==> config.mk <==
export PLATFORM = sky130hd
export DESIGN_NAME = kf76489_bus_interface
export DESIGN_NICKNAME = d
export VERILOG_FILES = /design/src/rtl/kf76489_bus_interface.sv
export SDC_FILE = /design/constraint.sdc
export NUM_CORES = 1
export LEC_CHECK = 0
export CAP_MARGIN = 25
export CORE_ASPECT_RATIO = 0.7
export CORE_MARGIN = 5
export CORE_UTILIZATION = 30
export CTS_CLUSTER_SIZE = 40
export DETAILED_ROUTE_END_ITERATION = 8
export DONT_BUFFER_PORTS = 1
export PLACE_DENSITY = 0.44
export SLEW_MARGIN = 10
export SYNTH_ARGS = -nofsm -noshare
export SYNTH_HDL_FRONTEND = slang
export SYNTH_SLANG_ARGS = --single-unit
==> constraint.sdc <==
create_clock -name clock -period 2.52 [get_ports clock]
set_clock_uncertainty 0.05 [all_clocks]
set_input_delay 0.252 -clock clock [delete_from_list [all_inputs] [get_ports clock]]
set_output_delay 0.252 -clock clock [all_outputs]
set_load 0.01 [all_outputs]
==> src/rtl/kf76489_bus_interface.sv <==
// KF76489 CPU bus front end: accepts strobed byte writes, decodes latch/data
// bytes against the currently latched register, drives the bit-reversed
// internal data bus and issues one-cycle write strobes to the tone, attenuator
// and noise blocks. READY is held low for a fixed number of PSG ticks per write.
module kf76489_bus_interface #(
    parameter int unsigned WAIT_CYCLES = 32
) (
    input  logic       clock,
    input  logic       reset,
    input  logic       clock_enable,
    input  logic       cs_n,
    input  logic       we_n,
    input  logic [7:0] data_in,
    output logic       ready,
    output logic [7:0] internal_data_bus,
    output logic [2:0] write_frequency_h,
    output logic [2:0] write_frequency_l,
    output logic [3:0] write_attenuation,
    output logic       write_noise_control
);

    localparam logic [7:0] WAIT_INIT = 8'(WAIT_CYCLES);

    typedef enum logic [1:0] {
        ST_RELEASE,
        ST_IDLE,
        ST_STROBE,
        ST_WAIT
    } state_t;

    state_t     state_reg,   state_next;
    logic [7:0] byte_reg,    byte_next;
    logic [2:0] latched_reg, latched_next;
    logic [7:0] count_reg,   count_next;

    logic request;

    assign request = ~cs_n & ~we_n;

    // State and datapath registers; reset clears everything and parks in RELEASE
    // so a request held through reset is not taken until the CPU lets go.
    always_ff @(posedge clock) begin
        if (!reset) begin
            state_reg   <= ST_RELEASE;
            byte_reg    <= 8'h00;
            latched_reg <= 3'd0;
            count_reg   <= 8'd0;
        end else begin
            state_reg   <= state_next;
            byte_reg    <= byte_next;
            latched_reg <= latched_next;
            count_reg   <= count_next;
        end
    end

    // Handshake sequencing: capture in IDLE, one strobe cycle, then a tick-paced
    // wait, then RELEASE until the request is dropped (no retrigger on a held strobe).
    always_comb begin
        state_next   = state_reg;
        byte_next    = byte_reg;
        latched_next = latched_reg;
        count_next   = count_reg;
        case (state_reg)
            ST_RELEASE: begin
                if (!request) begin
                    state_next = ST_IDLE;
                end
            end
            ST_IDLE: begin
                if (request) begin
                    byte_next = data_in;
                    if (data_in[7]) begin
                        latched_next = data_in[6:4];
                    end
                    state_next = ST_STROBE;
                end
            end
            ST_STROBE: begin
                count_next = WAIT_INIT;
                state_next = ST_WAIT;
            end
            ST_WAIT: begin
                if (clock_enable) begin
                    count_next = count_reg - 8'd1;
                    if (count_reg == 8'd1) begin
                        state_next = ST_RELEASE;
                    end
                end
            end
            default: begin
                state_next = ST_RELEASE;
            end
        endcase
    end

    // Strobe decode, active only during the single STROBE cycle. Latch bytes
    // select by their own register field; data bytes use the latched register
    // and only tone frequency registers take a data byte strobe.
    always_comb begin
        write_frequency_h   = 3'b000;
        write_frequency_l   = 3'b000;
        write_attenuation   = 4'b0000;
        write_noise_control = 1'b0;
        if (state_reg == ST_STROBE) begin
            if (byte_reg[7]) begin
                case (byte_reg[6:4])
                    3'd0:    write_frequency_h[0] = 1'b1;
                    3'd1:    write_attenuation[0] = 1'b1;
                    3'd2:    write_frequency_h[1] = 1'b1;
                    3'd3:    write_attenuation[1] = 1'b1;
                    3'd4:    write_frequency_h[2] = 1'b1;
                    3'd5:    write_attenuation[2] = 1'b1;
                    3'd6:    write_noise_control  = 1'b1;
                    default: write_attenuation[3] = 1'b1;
                endcase
            end else begin
                case (latched_reg)
                    3'd0:    write_frequency_l[0] = 1'b1;
                    3'd2:    write_frequency_l[1] = 1'b1;
                    3'd4:    write_frequency_l[2] = 1'b1;
                    default: ;
                endcase
            end
        end
    end

    assign ready = (state_reg == ST_RELEASE) || (state_reg == ST_IDLE);

    // Downstream blocks expect the byte with bit order reversed.
    generate
        for (genvar gi = 0; gi < 8; gi++) begin : g_bus_rev
            assign internal_data_bus[gi] = byte_reg[7-gi];
        end
    endgenerate

endmodule

==> results of run 1 <==
[path summary, 6_finish.rpt]
kind	slack [ps]	to	cells after the start	start
worst max-delay path	460	write_attenuation[0]	4	state_reg[0]
worst min-delay path	80	byte_reg[3]	2	data_in[3]
worst max register to register	700	count_reg[5]	6	state_reg[0]
worst min register to register	410	latched_reg[0]	2	latched_reg[0]
[cell usage after synthesis (all sizes together)]
| cell | number | area (sq um) |
|---|---|---|
| a211oi | 1 | 7.510 |
| a21oi | 14 | 70.07 |
| a31oi | 1 | 6.260 |
| buf | 1 | 3.750 |
| clkbuf | 1 | 3.750 |
| dfxtp | 21 | 420.4 |
| ha | 7 | 87.58 |
| inv | 5 | 18.77 |
| mux2i | 3 | 30.03 |
| nand2 | 30 | 112.6 |
| nand2b | 3 | 18.77 |
| nand3 | 5 | 25.02 |
| nand3b | 1 | 7.510 |
| nor2 | 15 | 56.30 |
| nor3 | 5 | 25.02 |
| nor3b | 1 | 7.510 |
| nor4 | 2 | 12.51 |
| nor4b | 4 | 41.29 |
| nor4bb | 1 | 10.01 |
| o21ai | 3 | 15.01 |
| o41ai | 1 | 16.27 |
| or2 | 1 | 6.260 |
| or3b | 1 | 8.760 |
| or4 | 2 | 18.77 |
| xnor2 | 5 | 43.79 |
[critical path, cell delays in order, from the launching register on]
cell and delay, ps:
sky130_fd_sc_hd__dfxtp_1 350, sky130_fd_sc_hd__inv_1 120, sky130_fd_sc_hd__ha_1 340, sky130_fd_sc_hd__or3b_2 490
sky130_fd_sc_hd__nor2_1 220
[cells in the final DEF (no fill, tap or decap)]
| cell | synthesis | final |
|---|---|---|
| sky130_fd_sc_hd__nor4b_1 | 3 | 3 |
| sky130_fd_sc_hd__nand3_1 | 5 | 5 |
| sky130_fd_sc_hd__nand2_1 | 30 | 30 |
| sky130_fd_sc_hd__or2_2 | 1 | 1 |
| sky130_fd_sc_hd__nor4_1 | 2 | 2 |
| sky130_fd_sc_hd__o21ai_0 | 3 | 3 |
| sky130_fd_sc_hd__a31oi_1 | 1 | 1 |
| sky130_fd_sc_hd__inv_1 | 5 | 5 |
| sky130_fd_sc_hd__nor3b_1 | 1 | 1 |
| sky130_fd_sc_hd__dfxtp_1 | 21 | 21 |
| sky130_fd_sc_hd__or4_1 | 1 | 1 |
| sky130_fd_sc_hd__ha_1 | 7 | 7 |
| sky130_fd_sc_hd__nor3_1 | 5 | 5 |
| sky130_fd_sc_hd__nor4b_2 | 1 | 1 |
| sky130_fd_sc_hd__o41ai_2 | 1 | 1 |
| sky130_fd_sc_hd__xnor2_1 | 5 | 5 |
| sky130_fd_sc_hd__or4_4 | 1 | 1 |
| sky130_fd_sc_hd__mux2i_1 | 3 | 3 |
| sky130_fd_sc_hd__nand2b_1 | 3 | 3 |
| sky130_fd_sc_hd__clkbuf_1 | 1 | 1 |
| sky130_fd_sc_hd__or3b_2 | 1 | 1 |
| sky130_fd_sc_hd__a211oi_1 | 1 | 1 |
| sky130_fd_sc_hd__nor4bb_1 | 1 | 1 |
| sky130_fd_sc_hd__nand3b_1 | 1 | 1 |
| sky130_fd_sc_hd__nor2_1 | 15 | 15 |
| sky130_fd_sc_hd__buf_4 | 0 | 1 |
| sky130_fd_sc_hd__a21oi_1 | 14 | 14 |
| sky130_fd_sc_hd__clkbuf_8 | 0 | 3 |
[kinds of logic (layout without fill, tap and decap cells)]
logic type | Yosys count | in the layout
DFF | 21 | 21
AOI/OAI and AO/OA | 20 | 20
xor gates and xnor gates | 5 | 5
and+or+nand+nor | 71 | 71
adders and majority gates | 7 | 7
buffers and inverters | 7 | 10
muxes | 3 | 3
[stage by stage]
stage | setup WS [ps] | power [mW] | utilization, %
after CTS | 423.0 | 1.138 | 33.84
after detailed placement | 687.0 | 0.9167 | 32.54
final | 455.5 | 1.125 | 33.84
after global routing | 306.0 | 1.217 | 33.84
after global placement | 735.5 | 0.9194 | 32.54
after floorplan | 884.3 | 0.8335 | -
[metal layers]
| metal | vias up | track usage [%] | share of wire [%] |
|---|---|---|---|
| li1 | 463 | - | - |
| met1 | 414 | 14.36 | 51 |
| met2 | 26 | 14.62 | 41 |
| met3 | 6 | 3.765 | 7.0 |
| met4 | 0 | 4.578 | 1.4 |
| met5 | - | 0 | 0 |
[power groups by stage]
| stage | registers [mW] | logic [mW] | clock network, mW |
|---|---|---|---|
| final | 0.470 | 0.438 | 0.217 |
| after global routing | 0.480 | 0.496 | 0.241 |
| after global placement | 0.475 | 0.445 | 0 |
| after floorplan | 0.460 | 0.373 | 0 |
| after CTS | 0.469 | 0.443 | 0.225 |
| after detailed placement | 0.477 | 0.440 | 0 |
[final cells by class]
type | instances | share of cell area (%)
clock buffers | 4 | 3.814
inverters | 5 | 1.589
multi-input cells | 106 | 53.07
flip-flops and latches | 21 | 35.59
well taps | 50 | 5.297
repair buffers | 1 | 0.6356
==> impl.org, run 1 <==
** Synthesis
- During synthesis, Yosys emitted a total of 0 warnings.
- Summing the areas of all compound-gate instances in the mapped netlist gives a little over a tenth of the synthesized area.
- The portion of synthesized area spent on multiplexers is under 10%.
- Area fraction in and, or, nand and nor cells after synthesis :: between 30% and 40%
- In this run, synthesis produced a sequential element count of 21.
- Part of the Yosys area used for sequential elements :: about 40%
- The average instance in the mapped netlist occupies 8.011 sq um.
- Synthesis produced between 100 and 150 cells.
- After Yosys synthesis, XOR and XNOR cells account for around 4.1% of the synthesized area.
- After Yosys synthesis, full adders, half adders and majority gates account for 8.159% of the synthesized area.
- The synthesized netlist occupies a cell area of around 1100 sq um.
- When the netlist entered floorplanning its net count stood at 154.
- Synthesis instantiated 27 different standard cells from the library.
- By area, the combinational part of the netlist is dominated by simple AND/OR/NAND/NOR gates.

** Route
- Summed over all layers, the routed wires come to around 2400 um.
- Vias after detailed routing :: between 900 and 1,000
- After detailed routing, the number of remaining DRC violations is 0.
- The count of nets left with antenna violations once routing finished came out at 0.
- The pre-antenna-repair detailed-routing pass consisted of 4 iterations.
- In the routed layout, each cell is associated on average with a via count of a little under 5.
- After the first detailed-routing iteration, the DRC count stood at 50.
- After detailed routing, the average wire length per cell comes to around 13 um.

** Timing
- The worst pin sits at a relative slew slack of slightly below 60%.
- The number of hold-slack violations in the final timing report came to 0.
- Timing would allow up to about 480 MHz.
- Worst-Margin Slew :: between 600 and 700 ps
- Setup Viol. Count Final :: 0
- Final cycle utilization of the critical path :: just over 80%
- Unrepaired setup endpoints after global routing :: no
- Subtracting the final worst setup slack from the clock period gives 2065 ps.
- Smallest hold slack :: just under 80 ps
- Number of slew-limit violations in the final report :: 0
- Final setup TNS :: 0 ps

** Global routing
- The number of antenna violations at the first check in global routing is 0.
- For this run, the total global-route usage over all layers was measured as between 10% and 20%.
- Entering global routing, the biggest net connects 16 pins.
- GR Overflow Total :: 0
- The first global-routing pass estimated between 3000 and 4000 um of wire.
- The via count of the first global-routing pass is about 840.

** Clock tree
- Counting along the longest clock path gives a buffer depth of 2.
- The number of setup buffers added after CTS is 0.
- Clock latency at the later pin of the worst-skew pair :: roughly 260 ps
- Buffers inserted during clock tree synthesis total 3.
- The tree is rooted in a sky130_fd_sc_hd__clkbuf_8.
- The number of gates resized after CTS was 0.
- CTS saw 21 sinks.
- In this run the number of H-tree levels came out at 1.
- Hold buffer count at cts :: 0
- Clock slew at the register clock pins of the worst setup and hold paths :: approximately 70 ps
- CTS tree :: done

** Worst setup path
- The worst setup path is of the flip-flop to primary output kind.
- STA classifies the critical path startpoint as a flip-flop.
- At the worst endpoint, the arrival time is around 1800 ps.
- Along the worst path, the maximum fanout reaches 9.
- The worst setup path is captured at a primary output.
- Required arrival time at the worst endpoint :: between 2000 and 2500 ps

** Pwr
- Sequential cells burn 41.8% of the power.
- Cell internal power dissipation :: just over 0.7 mW
- Areal power density over the cells :: ~950 nW/um^2
- Static leakage :: 0.3883 nW
- Combinational group share of total power :: ~40%
- Peak supply drop :: 0.3292 mV
- Of the total power, the share spent switching nets is approximately 36%.
- Clk network pwr share :: between 10% and 20%
- Net switching power figure :: ~0.4 mW

** Floorplanning
- Starting density of the core :: between 30% and 40%
- After floorplanning, the core was divided into 18 placement rows.
- The die is around 60 um tall.
- The die is about 82 um wide.
- 33 I/O pins were placed.
- After floorplanning, the core was sized to cover between 3000 and 4000 sq um.
- The floorplan step defined a die boundary enclosing just under 5000 sq um.

** Finish
- Register Area :: around 420 sq um
- For this run, the number of standard cells in the final layout without fillers is between 150 and 200.
- After filler insertion, the fill cell instance count of the layout stands at approximately 380.
- Compared with the post-synthesis result, the final layout area differs by 10.02%.
- Share of post-route cells with drive strength above 1 :: 6.569%
- Area of combinational cells with multiple inputs :: ~630 sq um
- Total number of nets in the final design :: 158
- Post-route standard cell area excluding fillers :: 1181 sq um
- Inserted Diodes :: 0

** Hold path
- The min-delay analysis places its worst path in the category input port to flip-flop.

** Status
- Status :: finished, final reports clean

** Placement
- Counting tap cells, the placed design contains a total of 183 instances.
- Routability congestion estimate :: 0.7468
- Instance area at placement :: approximately 1100 sq um
- After legalization and detailed placement, the total HPWL measured 1881 um.
- Count of port buffers added during placement :: 0

** Flow run
- Reported max-cap violation count :: 0
Power figures use the tool's default switching activity.
==> run 2, diff against run 1 <==
--- a/config.mk
+++ b/config.mk
@@ -12,7 +12,7 @@
 export CTS_CLUSTER_SIZE = 40
 export DETAILED_ROUTE_END_ITERATION = 8
 export DONT_BUFFER_PORTS = 1
-export PLACE_DENSITY = 0.44
+export PLACE_DENSITY = 0.45
 export SLEW_MARGIN = 10
 export SYNTH_ARGS = -nofsm -noshare
 export SYNTH_HDL_FRONTEND = slang
==> constraint.sdc (replaced) <==
create_clock -name clock -period 1.85 [get_ports clock]
set_clock_uncertainty 0.05 [all_clocks]
set_input_delay 0.185 -clock clock [delete_from_list [all_inputs] [get_ports clock]]
set_output_delay 0.185 -clock clock [all_outputs]
set_load 0.01 [all_outputs]
==> impl.org, run 2 (synthesis gave the netlist of run 1 again) <==
** Route
- Number of iterations in the first detailed-routing pass :: 4 (unchanged)
- Remaining design rule violation count :: 0 (unchanged)
- The average via count per standard cell came to 4.724 (was 4.861).
- The number of nets with antenna violations after routing is 0 (unchanged).
- Count of routing violations after the opening detailed-route iteration :: 59 (was 50)
- Wire length after detailed routing :: 2509 um (was 2426 um)
- Routed wirelength normalized by instance count :: 13.07 um (was 12.97 um)
- The via count of the routed design came to 907 (was 909).

** Worst setup path
- The critical path startpoint category was a flip-flop (unchanged).
- The setup slack of the most critical reg-to-reg path came to 100 ps (was 700 ps).
- Endpoint of the most critical register-to-register path :: state_reg[0] (was count_reg[5])
- Launch instance of the worst register-to-register path :: count_reg[4] (was state_reg[0])
- The path depth of the worst reg2reg path came to 4 (was 6).
- The largest driver fanout on the critical path is 4 (was 9).
- The kind of capture point of the worst setup path is a flip-flop (was primary output).
- WP data arrival :: 1850 ps (was 1760 ps)
- Type of the worst setup path :: flip-flop to flip-flop (was flip-flop to primary output)
- Required arrival time at the worst endpoint :: 1950 ps (was 2220 ps)

** Finish
- Area growth from synthesis to final layout :: 16.55% (was 10.02%)
- The fraction of layout instances using a drive strength above 1 is 14.08% (was 6.569%).
- The count of non-filler cells in the finished layout was 192 (was 187).
- The total of fill cells in the finished design is 363 (was 375).
- Most common cell after layout, fill and taps aside :: sky130_fd_sc_hd__nand2_1 (unchanged)
- Inserted Diodes :: 0 (unchanged)
- The total number of nets in the final design is 163 (was 158).
- Commonest cells after routing, fill and taps aside: sky130_fd_sc_hd__nand2_1, sky130_fd_sc_hd__dfxtp_1, sky130_fd_sc_hd__a21oi_1, sky130_fd_sc_hd__nor2_1 (was sky130_fd_sc_hd__nand2_1, sky130_fd_sc_hd__dfxtp_1, sky130_fd_sc_hd__nor2_1, sky130_fd_sc_hd__a21oi_1, sky130_fd_sc_hd__ha_1).

** Placement
- Worst slack after detailed placement :: 44.59 ps (was 687.0 ps)
- The total instance count after detailed placement is 188 (was 183).
- The post-DP HPWL came to 1903 um (was 1881 um).
- The count of buffers from port buffering came to 0 (unchanged).
- The final RePlAce weighted congestion was 0.7643 (was 0.7468).

** Pwr
- Areal power density over the cells :: 1302 nW/um^2 (was 952.2 nW/um^2)
- Clk network pwr share :: 18.6% (was 19.3%)
- Switching part of the total :: 36.79% (was 36.21%)
- The peak supply drop was 0.6545 mV (was 0.3292 mV).
- The combinational share of power is 42.0% (was 38.9%).
- The cell internal power dissipation came to 1.029 mW (was 0.7175 mW).
- Net switching power figure :: 0.5991 mW (was 0.4073 mW)
- Reg power frac :: 39.5% (was 41.8%)
- The leakage power total was 0.4179 nW (was 0.3883 nW).

** Timing
- Final cycle utilization of the critical path :: around 95%
- Final setup TNS :: 0 ps (unchanged)
- The number of hold-slack violations in the final timing report is 0 (unchanged).
- The smallest hold slack was 5.290 ps (was 77.30 ps).
- Counting I/O delays and the setup requirement, the final critical path takes approximately 1800 ps.
- Setup Viol. Count Final :: 0 (unchanged)
- The number of pins exceeding their max-slew limit in the final report came to 0 (unchanged).
- Unrepaired setup endpoints after global routing: no (unchanged).
- The setup slack of the critical path after layout is 98.41 ps (was 455.5 ps).
- Worst-Margin Slew :: 552.0 ps (was 613.8 ps)
- Static timing analysis puts the maximum clock frequency at roughly 570 MHz.
- The worst max-slew margin expressed relative to the limit was 62.15% (was 58.50%).

** Floorplanning
- The total die area was 4894 sq um (unchanged).
- Starting density of the core :: 30.75% (unchanged)
- Floorplan row count :: 18 (unchanged)
- The area inside the core boundary is 3491 sq um (unchanged).
- Top-level I/O count :: 33 (unchanged)
- Vert. Die Dim :: 60.05 um (unchanged)
- The horizontal die dimension came to 81.50 um (unchanged).

** Global routing
- The via count of the first global-routing pass was 815 (was 836).
- The overflow left after global routing is 0 (unchanged).
- The first-pass GRT wire length came to 3801 um (was 3774 um).
- The largest net degree at the start of global routing was 16 (unchanged).
- The number of antenna violations at the first check in global routing came to 0 (unchanged).
- The overall routing resource usage is 10.25% (was 10.48%).

** Clock tree
- The clock slew seen by the registers of the worst setup and hold paths came to 80 ps (was 70 ps).
- Clock H-tree levels :: 1 (unchanged)
- The source-to-sink clock delay at the later pin of the worst-skew pair came to 260 ps (about the same).
- The maximum buffer depth of the clock tree came to 2 (unchanged).
- Clock tree root driver cell :: sky130_fd_sc_hd__clkbuf_8 (unchanged)
- The TritonCTS clock tree was done (unchanged).
- Number of clock buffers inserted by TritonCTS :: 3 (unchanged)
- # clock sinks :: 21 (unchanged)

** Flow run
- The max-cap violation count was 0 (unchanged).

** Status
- Status :: finished, final reports clean (unchanged)

** Hold path
- The worst hold path endpoint is byte_reg[3] (unchanged).
- The hold-critical path depth came to 2 (unchanged).
- Startpoint of the most critical hold path :: data_in[3] (unchanged)
- The path type of the worst min-delay path is input port to flip-flop (unchanged).
## run 2: critical path, stage by stage, from the launching register on
cell and delay, ps:
sky130_fd_sc_hd__dfxtp_1 350, sky130_fd_sc_hd__or4_4 550, sky130_fd_sc_hd__o41ai_2 350, sky130_fd_sc_hd__nand3_1 190, sky130_fd_sc_hd__mux2i_1 150
## run 2: power by group through the flow
stage / registers [mW] / logic (mW) / clock network (mW)
6_report: 0.643 / 0.683 / 0.302
2_1_floorplan: 0.627 / 0.508 / 0
4_1_cts: 0.639 / 0.671 / 0.312
3_3_place_gp: 0.638 / 0.646 / 0
3_5_place_dp: 0.643 / 0.642 / 0
5_1_grt: 0.657 / 0.752 / 0.333
## run 2: layout make-up
cell class / count / area [sq um] / area share (%)
Clock buffer: 4 / 45.04 / 3.600
Inverter: 5 / 18.77 / 1.500
Tap cell: 50 / 62.56 / 5.000
Sequential cell: 21 / 421.7 / 33.70
Multi-Input combinational cell: 106 / 658.1 / 52.60
Timing Repair Buffer: 6 / 45.04 / 3.600
## run 2: worst max-delay path by stage
stage,startpoint,end,slack [ps],cells past startpoint
after floorplan,count_reg[3],state_reg[0],260,4
after global placement,state_reg[0],count_reg[5],90,6
final,count_reg[4],state_reg[0],100,4
after global routing,state_reg[0],count_reg[5],10,5
after detailed placement,state_reg[0],count_reg[6],40,6
after CTS,state_reg[0],write_attenuation[0],30,4
## run 2: metrics by stage
stage / total power [mW] / instance area, sq um / utilization, %
after floorplan: 1.135 / 1074 / -
after global routing: 1.742 / 1251 / 35.84
after detailed placement: 1.285 / 1174 / 33.62
after CTS: 1.622 / 1236 / 35.41
final: 1.629 / 1251 / 35.84
after global placement: 1.284 / 1174 / 33.62
## run 2: layer usage
metal / global-route usage (%) / part of all wire [%]
met5: 0 / 0
met2: 15.08 / 40
met4: 3.614 / 1.0
met3: 3.765 / 7.0
met1: 13.73 / 52
## run 2: timing repair
action	in CTS	in global routing
buffers inserted	0	0
hold endpoints to repair	0	0
hold buffers	0	0
gates cloned	0	0
resized for setup	5	4
endpoints found under the setup margin	4	5
==> run 3, diff against run 2 <==
--- a/config.mk
+++ b/config.mk
@@ -9,10 +9,12 @@
 export CORE_ASPECT_RATIO = 0.7
 export CORE_MARGIN = 5
 export CORE_UTILIZATION = 30
+export CTS_CLUSTER_DIAMETER = 150
 export CTS_CLUSTER_SIZE = 40
 export DETAILED_ROUTE_END_ITERATION = 8
 export DONT_BUFFER_PORTS = 1
 export PLACE_DENSITY = 0.45
+export SKIP_CTS_REPAIR_TIMING = 1
 export SLEW_MARGIN = 10
 export SYNTH_ARGS = -nofsm -noshare
 export SYNTH_HDL_FRONTEND = slang
==> impl.org, run 3 (synthesis gave the netlist of run 1 again) <==
** Timing
- Final critical delay including setup and external delays :: 1753 ps (was 1752 ps)
- Worst slew margin relative to its limit :: 62.14% (was 62.15%)
- Final cycle utilization of the critical path :: 94.75% (was 94.68%)
- Maximum operating frequency :: 570.5 MHz (was 570.9 MHz)
- The accumulated negative setup slack was 0 ps (unchanged).
- Setup Viol. Count Final :: 0 (unchanged)
- The smallest hold slack was 5.290 ps (about the same).
- The slew at the pin with the worst max-slew slack was 552.1 ps (was 552.0 ps).
- Unrepaired setup endpoints after global routing: no (unchanged).
- Number of slew-limit violations in the final report :: 0 (unchanged)
- The number of hold-slack violations in the final timing report was 0 (unchanged).
- The setup slack of the critical path after layout was 97.04 ps (was 98.41 ps).

** Placement
- Routability congestion estimate :: 0.7643 (unchanged)
- Worst slack after detailed placement :: 44.59 ps (unchanged)
- Placed wire-length estimate :: 1903 um (unchanged)
- The count of buffers from port buffering came to 0 (unchanged).
- The placed instance area was 1174 sq um (unchanged).

** Floorplanning
- Starting density of the core :: 30.75% (unchanged)
- The count of pins on the block boundary is 33 (unchanged).
- Core outline area :: 3491 sq um (unchanged)
- The standard-cell row count is 18 (unchanged).
- The total die area came to 4894 sq um (unchanged).
- The horizontal die dimension is 81.50 um (unchanged).
- Vert. Die Dim :: 60.05 um (unchanged)

** Worst setup path
- The required time of the critical path came to 1950 ps (about the same).
- Type of the worst setup path :: flip-flop to flip-flop (unchanged)
- Critical path peak fanout :: 4 (unchanged)
- WP data arrival :: 1850 ps (about the same)
- The kind of capture point of the worst setup path is a flip-flop (unchanged).
- The critical path startpoint category is a flip-flop (unchanged).

** Route
- Count of routing violations after the opening detailed-route iteration :: 58 (was 59)
- Remaining design rule violation count :: 0 (unchanged)
- Remaining antenna violation count after routing :: 0 (unchanged)
- Wire length after detailed routing :: 2503 um (was 2509 um)
- The average via count per standard cell was 4.698 (was 4.724).
- The first-pass detailed-route iteration total was 4 (unchanged).
- Vias after detailed routing :: 902 (was 907)
- Routed wirelength normalized by instance count :: 13.04 um (was 13.07 um)

** Pwr
- The sum of internal, switching and leakage power came to 1.630 mW (was 1.629 mW).
- Peak supply drop :: 0.6545 mV (about the same)
- Static leakage :: 0.4179 nW (unchanged)
- The power density of the placed cells came to 1303 nW/um^2 (was 1302 nW/um^2).

** Flow run
- Reported max-cap violation count :: 0 (unchanged)

** Clock tree
- Clock latency at the later pin of the worst-skew pair :: 260 ps (about the same)
- The maximum buffer depth of the clock tree was 2 (unchanged).
- Clock slew at the register clock pins of the worst setup and hold paths :: 80 ps (about the same)
- The TritonCTS clock tree was done (unchanged).
- The number of buffers added by the clock tree synthesis step came to 3 (unchanged).
- Clock H-tree levels :: 1 (unchanged)
- Clock tree root driver cell :: sky130_fd_sc_hd__clkbuf_8 (unchanged)
- The number of sinks on the clock net is 21 (unchanged).

** Finish
- Register Area :: 421.7 sq um (unchanged)
- The total of fill cells in the finished design is 364 (was 363).
- The area growth from synthesis to layout was 16.55% (unchanged).
- The fraction of layout instances using a drive strength above 1 was 14.08% (unchanged).
- Most common cell after layout, fill and taps aside :: sky130_fd_sc_hd__nand2_1 (unchanged)
- The total inserted antenna cells came to 0 (unchanged).
- Area of combinational cells with multiple inputs :: 658.1 sq um (unchanged)
- Post-route standard cell area excluding fillers :: 1251 sq um (unchanged)
- Commonest cells after routing, fill and taps aside: sky130_fd_sc_hd__nand2_1, sky130_fd_sc_hd__dfxtp_1, sky130_fd_sc_hd__a21oi_1, sky130_fd_sc_hd__nor2_1 (unchanged).
- Total number of nets in the final design :: 163 (unchanged)

** Status
- Status :: finished, final reports clean (unchanged)

** Global routing
- Antenna violations before repair :: 0 (unchanged)
- The overflow left after global routing was 0 (unchanged).
- All-layer global routing usage :: 10.16% (was 10.25%)
- Wire length of the first global-routing pass :: 3760 um (was 3801 um)
- Vias in the first global route :: 811 (was 815)
- Pin count of the biggest net entering global routing :: 16 (unchanged)

** Hold path
- The path type of the worst min-delay path was input port to flip-flop (unchanged).
## run 3: metrics by stage
step | util [%] | cells
2_1_floorplan | - | 134
3_3_place_gp | 33.62 | 188
3_5_place_dp | 33.62 | 188
4_1_cts | 34.91 | 192
5_1_grt | 35.84 | 192
6_report | 35.84 | 192
## run 3: area by class of cell
class | instances | area share (%)
multi-input combinational | 106 | 52.60
sequential | 21 | 33.70
tap | 50 | 5.000
clock buffer | 4 | 3.600
timing repair buffer | 6 | 3.600
inverter | 5 | 1.500
## run 3: power breakdown
part / switching, mW / leakage (nW) / internal [mW]
clock network: 0.149 / 0.0228 / 0.153
registers: 0.0997 / 0.171 / 0.543
logic: 0.352 / 0.224 / 0.333
## run 3: path summary, 6_finish.rpt
check        depth (start not counted)           start  slack [ps]              to
min reg2reg                          2  latched_reg[0]         410  latched_reg[0]
max                                  4    count_reg[4]         100    state_reg[0]
max reg2reg                          4    count_reg[4]         100    state_reg[0]
min                                  2      data_in[3]           5     byte_reg[3]
## run 3: metal layers
layer  GRT usage (%)  wire [um]  vias to the layer above
li1                -          -                      473
met1           13.73       1295                      403
met2           14.73       1003                       22
met3           3.765        178                        4
met4           3.614         25                        0
met5               0          0                        -
## run 3: critical path, stage by stage, from the launching register on
cell                      delay [ps]
sky130_fd_sc_hd__dfxtp_1         350
sky130_fd_sc_hd__or4_4           550
sky130_fd_sc_hd__o41ai_2         350
sky130_fd_sc_hd__nand3_1         190
sky130_fd_sc_hd__mux2i_1         150
